### src/rtl/morse_pkg.sv
// Shared definitions for the Morse player: FSM states, unit counts and code-word widths.
package morse_pkg;
   typedef enum logic [2:0] {
      S_IDLE,
      S_FETCH,
      S_LOAD,
      S_KEY_ON,
      S_KEY_OFF,
      S_GAP
   } state_t;

   localparam logic [2:0] DOT_U      = 3'd1;
   localparam logic [2:0] DASH_U     = 3'd3;
   localparam logic [2:0] ELEM_GAP_U = 3'd1;
   localparam logic [2:0] CHAR_GAP_U = 3'd3;
   localparam logic [2:0] WORD_GAP_U = 3'd7;

   localparam logic [7:0] ASCII_SPACE = 8'h20;

   localparam int LEN_W = 3;
   localparam int PAT_W = 6;
endpackage

### src/rtl/morse_rom.sv
// Uppercase ASCII to Morse code word; pattern is right-aligned in len bits, first element
// in the highest used bit, 0 = dot, 1 = dash.
module morse_rom
   import morse_pkg::*;
(
   input  logic [7:0]       ch,
   output logic             valid,
   output logic [LEN_W-1:0] len,
   output logic [PAT_W-1:0] pat
);
   logic [LEN_W+PAT_W:0] code;

   always_comb begin
      code = '0;
      case (ch)
         8'h41: code = {1'b1, 3'd2, 6'b000001};  // A .-
         8'h42: code = {1'b1, 3'd4, 6'b001000};
         8'h43: code = {1'b1, 3'd4, 6'b001010};
         8'h44: code = {1'b1, 3'd3, 6'b000100};
         8'h45: code = {1'b1, 3'd1, 6'b000000};
         8'h46: code = {1'b1, 3'd4, 6'b000010};
         8'h47: code = {1'b1, 3'd3, 6'b000110};
         8'h48: code = {1'b1, 3'd4, 6'b000000};
         8'h49: code = {1'b1, 3'd2, 6'b000000};
         8'h4A: code = {1'b1, 3'd4, 6'b000111};
         8'h4B: code = {1'b1, 3'd3, 6'b000101};
         8'h4C: code = {1'b1, 3'd4, 6'b000100};
         8'h4D: code = {1'b1, 3'd2, 6'b000011};
         8'h4E: code = {1'b1, 3'd2, 6'b000010};
         8'h4F: code = {1'b1, 3'd3, 6'b000111};
         8'h50: code = {1'b1, 3'd4, 6'b000110};
         8'h51: code = {1'b1, 3'd4, 6'b001101};
         8'h52: code = {1'b1, 3'd3, 6'b000010};
         8'h53: code = {1'b1, 3'd3, 6'b000000};
         8'h54: code = {1'b1, 3'd1, 6'b000001};
         8'h55: code = {1'b1, 3'd3, 6'b000001};
         8'h56: code = {1'b1, 3'd4, 6'b000001};
         8'h57: code = {1'b1, 3'd3, 6'b000011};
         8'h58: code = {1'b1, 3'd4, 6'b001001};
         8'h59: code = {1'b1, 3'd4, 6'b001011};
         8'h5A: code = {1'b1, 3'd4, 6'b001100};
         8'h30: code = {1'b1, 3'd5, 6'b011111};
         8'h31: code = {1'b1, 3'd5, 6'b001111};
         8'h32: code = {1'b1, 3'd5, 6'b000111};
         8'h33: code = {1'b1, 3'd5, 6'b000011};
         8'h34: code = {1'b1, 3'd5, 6'b000001};
         8'h35: code = {1'b1, 3'd5, 6'b000000};
         8'h36: code = {1'b1, 3'd5, 6'b010000};
         8'h37: code = {1'b1, 3'd5, 6'b011000};
         8'h38: code = {1'b1, 3'd5, 6'b011100};
         8'h39: code = {1'b1, 3'd5, 6'b011110};
         default: code = '0;
      endcase
   end

   assign {valid, len, pat} = code;
endmodule

### src/rtl/morse_player.sv
// Drains the character buffer between address_r and address_w and keys each byte as Morse.
//
// state     | meaning
// IDLE      | buffer empty, waiting for address_w to move
// FETCH     | RAM is sampling address_r
// LOAD      | data_r valid: decode, advance pointer, start character or word gap
// KEY_ON    | element tone (1 unit dot, 3 units dash)
// KEY_OFF   | 1 unit gap between elements of one character
// GAP       | character gap (3 units) or word gap (7 units)
module morse_player
   import morse_pkg::*;
#(
   parameter int UNIT_CYCLES = 2700000,
   parameter int ADDR_W      = 10
) (
   input  logic              clk,
   input  logic              rst,
   input  logic [ADDR_W-1:0] address_w,
   input  logic [7:0]        data_r,
   output logic [ADDR_W-1:0] address_r,
   output logic              morse_out,
   output logic              busy
);
   localparam int CYC_W = (UNIT_CYCLES > 2) ? $clog2(UNIT_CYCLES) : 1;
   localparam logic [CYC_W-1:0] CYC_RELOAD = CYC_W'(UNIT_CYCLES - 1);

   state_t            state, state_n;
   logic [ADDR_W-1:0] addr_n;
   logic              out_n;
   logic [CYC_W-1:0]  cyc_cnt, cyc_n;
   logic [2:0]        unit_cnt, unit_n;
   logic [LEN_W-1:0]  rem_cnt, rem_n;
   logic [PAT_W-1:0]  pat_sh, pat_n;

   logic [7:0]        ch_up;
   logic              rom_valid;
   logic [LEN_W-1:0]  rom_len;
   logic [PAT_W-1:0]  rom_pat;
   logic [PAT_W-1:0]  pat_al;
   logic              tick, expire, pending;

   assign ch_up = (data_r >= 8'h61 && data_r <= 8'h7A) ? data_r - 8'h20 : data_r;

   morse_rom u_rom (
      .ch    (ch_up),
      .valid (rom_valid),
      .len   (rom_len),
      .pat   (rom_pat)
   );

   // Left-align the code so the next element is always the MSB of pat_sh.
   assign pat_al  = rom_pat << (3'(PAT_W) - rom_len);
   assign tick    = (cyc_cnt == '0);
   assign expire  = tick && (unit_cnt == 3'd1);
   assign pending = (address_r != address_w);
   assign busy    = (state != S_IDLE);

   always_comb begin
      state_n = state;
      addr_n  = address_r;
      out_n   = morse_out;
      cyc_n   = cyc_cnt;
      unit_n  = unit_cnt;
      rem_n   = rem_cnt;
      pat_n   = pat_sh;

      if (state inside {S_KEY_ON, S_KEY_OFF, S_GAP}) begin
         if (tick) begin
            cyc_n  = CYC_RELOAD;
            unit_n = unit_cnt - 3'd1;
         end else begin
            cyc_n = cyc_cnt - 1'b1;
         end
      end

      case (state)
         S_IDLE: if (pending) state_n = S_FETCH;
         S_FETCH: state_n = S_LOAD;
         S_LOAD: begin
            addr_n = address_r + 1'b1;
            cyc_n  = CYC_RELOAD;
            if (rom_valid) begin
               state_n = S_KEY_ON;
               out_n   = 1'b1;
               unit_n  = pat_al[PAT_W-1] ? DASH_U : DOT_U;
               pat_n   = pat_al << 1;
               rem_n   = rom_len - 3'd1;
            end else if (ch_up == ASCII_SPACE) begin
               state_n = S_GAP;
               unit_n  = WORD_GAP_U;
            end else begin
               state_n = (addr_n != address_w) ? S_FETCH : S_IDLE;
            end
         end
         S_KEY_ON: if (expire) begin
            out_n = 1'b0;
            if (rem_cnt != '0) begin
               state_n = S_KEY_OFF;
               unit_n  = ELEM_GAP_U;
            end else begin
               state_n = S_GAP;
               unit_n  = CHAR_GAP_U;
            end
         end
         S_KEY_OFF: if (expire) begin
            state_n = S_KEY_ON;
            out_n   = 1'b1;
            unit_n  = pat_sh[PAT_W-1] ? DASH_U : DOT_U;
            pat_n   = pat_sh << 1;
            rem_n   = rem_cnt - 3'd1;
         end
         S_GAP: if (expire) state_n = pending ? S_FETCH : S_IDLE;
         default: state_n = S_IDLE;
      endcase
   end

   always_ff @(posedge clk or posedge rst) begin
      if (rst) begin
         state     <= S_IDLE;
         address_r <= '0;
         morse_out <= 1'b0;
         cyc_cnt   <= '0;
         unit_cnt  <= '0;
         rem_cnt   <= '0;
         pat_sh    <= '0;
      end else begin
         state     <= state_n;
         address_r <= addr_n;
         morse_out <= out_n;
         cyc_cnt   <= cyc_n;
         unit_cnt  <= unit_n;
         rem_cnt   <= rem_n;
         pat_sh    <= pat_n;
      end
   end
endmodule

### config.mk
export PLATFORM = sky130hd
export DESIGN_NAME = morse_player
export DESIGN_NICKNAME = d
export VERILOG_FILES = /design/src/rtl/morse_pkg.sv /design/src/rtl/morse_rom.sv /design/src/rtl/morse_player.sv
export SDC_FILE = /design/constraint.sdc
export NUM_CORES = 1
export LEC_CHECK = 0
export CORE_UTILIZATION = 25
export CTS_CLUSTER_DIAMETER = 30
export DETAILED_ROUTE_END_ITERATION = 6
export GPL_TIMING_DRIVEN = 0
export HOLD_SLACK_MARGIN = 0.15
export PLACE_DENSITY = 0.38
export RECOVER_POWER = 100
export SLEW_MARGIN = 25
export SYNTH_ARGS = -nofsm -noshare
export SYNTH_HDL_FRONTEND = slang
export SYNTH_HIERARCHICAL = 1
export SYNTH_SLANG_ARGS = --single-unit
### constraint.sdc
create_clock -name clk -period 3 [get_ports clk]
set_input_delay 0.6 -clock clk [delete_from_list [all_inputs] [get_ports clk]]
set_output_delay 0.6 -clock clk [all_outputs]
set_load 0.005 [all_outputs]
==> results.md <==
- Run status: complete, but fails checks
- Violated checks: capacitance limit, slew limit, setup timing
- Startpoint Class: primary input
- Setup crit end kind: flop
- Die area: 15700 µm²
- TritonRoute pass-1 iters: 4
- Design Area, Final: 4840 µm²
- Grt ovf: 0
- GR Util All Layers: 13.4%
- Maximum clock frequency: 304 MHz
- Non-Filler Instances: 686
- Vias per inst: 4.96
- I/O pins: 32
- HPWL Detailed: 7.26 mm
- Cell taking the most area after synthesis: dfrtp_1
- Synth Area per Inst: 8.51 µm²
- DRC errors left: 0
- Slew Limit Fails: 48
- R2r worst-path depth: 6
- Routability Congestion: 0.778
- Initial Util: 25.8%
- Fin crit share: 110%
- Crit path max fanout: 5
- Crit path kind: in2reg
- Seq cells post-synth: 47
- FP Rows: 44
- Setup slack, reg-to-reg: -0.02 ns
- Slew @ Worst Pin: 1.89 ns
- Clock skew: 0.00617 ns
- Wirelength, routed: 10.0 mm
- Largest family of logic cells by synthesized area: simple AND/OR/NAND/NOR gates
- WHS: 0.484 ns
- CORE AREA: 14700 µm²
- Setup violators final: 8
- Cells after Synth: 446
- Global-route wire length before repair: 17.2 mm
- Top cells by area, synth: dfrtp_1, xnor2_1, nand2_1
- H-tree levels: 2
- HP Class: reg2reg
- Area grow syn2layout: 27.5%
- Clock sinks: 47
- Syn nets: 480
- Drt initial violations: 166
- IO Port Bufs: 31
- Slew HR: -25.9%
- Worst slack at placement: -1.33 ns
- CTS clk-pin slew, worst paths: 0.07 ns
- Post-synthesis mux area share: 4.85%
- Syn Std Cell Area: 3790 µm²
- TritonCTS Buffers: 5
- Placed Cells: 661
- YS warnings: 6
- Leak: 1.89 nW
- ANT nets after route: 0
- Dpl cell area: 4430 µm²
- EDFF count, synth: 0
- Die extent in y: 125 µm
- Crit path required time: 3.21 ns
- Xor and xnor area share after synthesis: 10.2%
- Share of layout cells above drive strength 1: 17.3%
- Detailed-route via count: 3403
- Worst-Skew Late Latency: 0.29 ns
- Reg-to-Reg End: unit_cnt[1]
- Tmin final: 3.29 ns
- Synth Area in Adders: 4.62%
- Asr flop ratio synth: 100%
- Synth Flop Type: dfrtp_1
- Initial antenna violation count: 0
- Largest net degree at the start of global routing: 48
- Simple-gate share of the synthesized area: 27.0%
- RSZ-0062 raised after global routing: yes
- WHS Path Cells: 1
- Synth top area share: 31.0%
- # hold bufs at CTS: 0
- CTS Buffer Depth: 2
- Compound-gate portion of the synthesized area: 16.4%
- Setup total negative slack: -1.02 ns
- Crit path DAT: 3.50 ns
- Root buffer cell: clkbuf_16
- Die X: 125 µm
- Worst setup margin: -0.290 ns
- WL/cell: 14.6 µm
- Max-cap viol count: 1
- Final hold vios: 0
- CTS tree: yes
- Final nets: 535
- Count of different cell masters after synthesis: 69
- WHS Endpoint: cyc_cnt[15]
- R2r startpoint: cyc_cnt[10]
- Hold_sp: cyc_cnt[15]
- Peak VDD IR: 0.000252 V
- Power per Cell Area: 541 nW/µm²
- Diodes inserted: 0
- Vias in the first global route: 3451
- Sequential cell area fraction in the yosys report: 31.0%
==> logic make-up (layout without fill, tap and decap cells) <==
group	count (synthesis)	after routing
DFF	47	47
other	1	1
adders and majority gates	14	14
buffers and inverters	42	98
xor gates and xnor gates	44	44
and+or+nand+nor	188	188
muxes	15	15
AOI/OAI and AO/OA	95	95
==> Yosys cell counts, drive strengths merged, types with 5 or more instances <==
| cell type | instances |
|---|---|
| a21oi | 21 |
| nand4 | 5 |
| xor2 | 17 |
| inv | 16 |
| and3 | 6 |
| nor2 | 36 |
| a211o | 6 |
| nand3 | 14 |
| dfrtp | 47 |
| o21ai | 28 |
| ha | 14 |
| mux2i | 9 |
| nand2 | 47 |
| nor2b | 9 |
| or4 | 7 |
| buf | 10 |
| nand2b | 5 |
| nor3 | 19 |
| or2 | 5 |
| xnor2 | 27 |
| clkbuf | 16 |
| or3 | 7 |
==> state kept, by name, summed over array words and instances, names as in the netlist <==
| name | count |
|---|---|
| morse_out | 1 |
| address_r | 10 |
| rem_cnt | 3 |
| unit_cnt | 3 |
| cyc_cnt | 22 |
| pat_sh | 5 |
| state | 3 |
==> power by group <==
group | internal, mW | switching, mW | total (mW)
registers | 0.743 | 0.0998 | 0.843
clock network | 0.420 | 0.258 | 0.678
logic | 0.484 | 0.611 | 1.09
total | 1.65 | 0.969 | 2.62
==> cells in the final DEF, fill, tap and decap left out, types with 4 or more instances in the layout <==
cell type and n:
inv_1 15, buf_6 6, mux2i_1 7, clkbuf_8 5
or2_2 4, or3_1 7, dfrtp_1 47, a211o_1 6
xor2_1 16, o21ai_1 5, and3_1 6, nor2_1 33
dlygate4sd3_1 13, buf_2 4, a21oi_1 19, nor3_1 14
xnor2_1 27, nand4_1 5, clkdlybuf4s50_1 10, nor2b_1 8
buf_4 21, nand2_1 46, nand3_1 14, clkbuf_16 5
nor3b_1 4, o21ai_0 23, clkbuf_1 11, nand2b_1 4
ha_1 12, or4_1 6
==> what timing repair did <==
item                       4_1_cts  5_1_grt
pin swaps                       18       10
setup buffers                   15        3
resized for setup               59        3
setup endpoints to repair       15       12
==> worst max path at each step <==
stage	start	slack (ns)	to
after global routing	data_r[2]	-0.42	unit_cnt[1]
after global placement	data_r[1]	-1.30	unit_cnt[1]
after floorplan	data_r[1]	-0.32	unit_cnt[1]
after CTS	data_r[1]	-0.35	pat_sh[5]
after detailed placement	data_r[1]	-1.33	unit_cnt[1]
final	data_r[2]	-0.29	unit_cnt[1]
==> cell type report <==
| class | count | area (µm²) |
|---|---|---|
| Tap cell | 184 | 230 |
| Inverter | 16 | 60.1 |
| Clock inverter | 2 | 38.8 |
| Buffer | 25 | 171 |
| Fill cell | 1544 | 9860 |
| Sequential cell | 47 | 1180 |
| Multi-Input combinational cell | 357 | 2560 |
| Clock buffer | 6 | 139 |
| Timing Repair Buffer | 49 | 462 |
==> critical path: stages <==
cell	delay (ns)
buf_8	0.10
or4_4	0.55
o22ai_4	0.13
nor3_4	0.06
buf_4	0.14
nor2_4	0.09
buf_4	0.14
nand2_1	0.09
or4_1	0.53
a21oi_4	0.22
mux2i_1	0.10
nor2b_1	0.21
mux2i_2	0.12
o21ai_1	0.15
a21oi_1	0.06
a32oi_1	0.19
==> through the flow <==
| stage | power [mW] | util [%] |
|---|---|---|
| global placement | 1.94 | 30.1 |
| global route | 2.84 | 32.9 |
| CTS | 2.68 | 32.8 |
| floorplan | 1.59 | - |
| detailed placement | 1.94 | 30.1 |
| finish | 2.62 | 32.9 |
==> per-layer routing <==
layer / wire length [µm] / GRT usage, % / part of all wire, % / vias to the layer above
met3: 337 / 2.27 / 3.4 / 11
met2: 4460 / 21.2 / 45 / 57
li1: - / - / - / 1708
met5: 0 / 0 / 0 / -
met4: 117 / 3.30 / 1.2 / 0
met1: 5090 / 19.0 / 51 / 1627
Note: power is estimated with default switching activity, not from simulation.
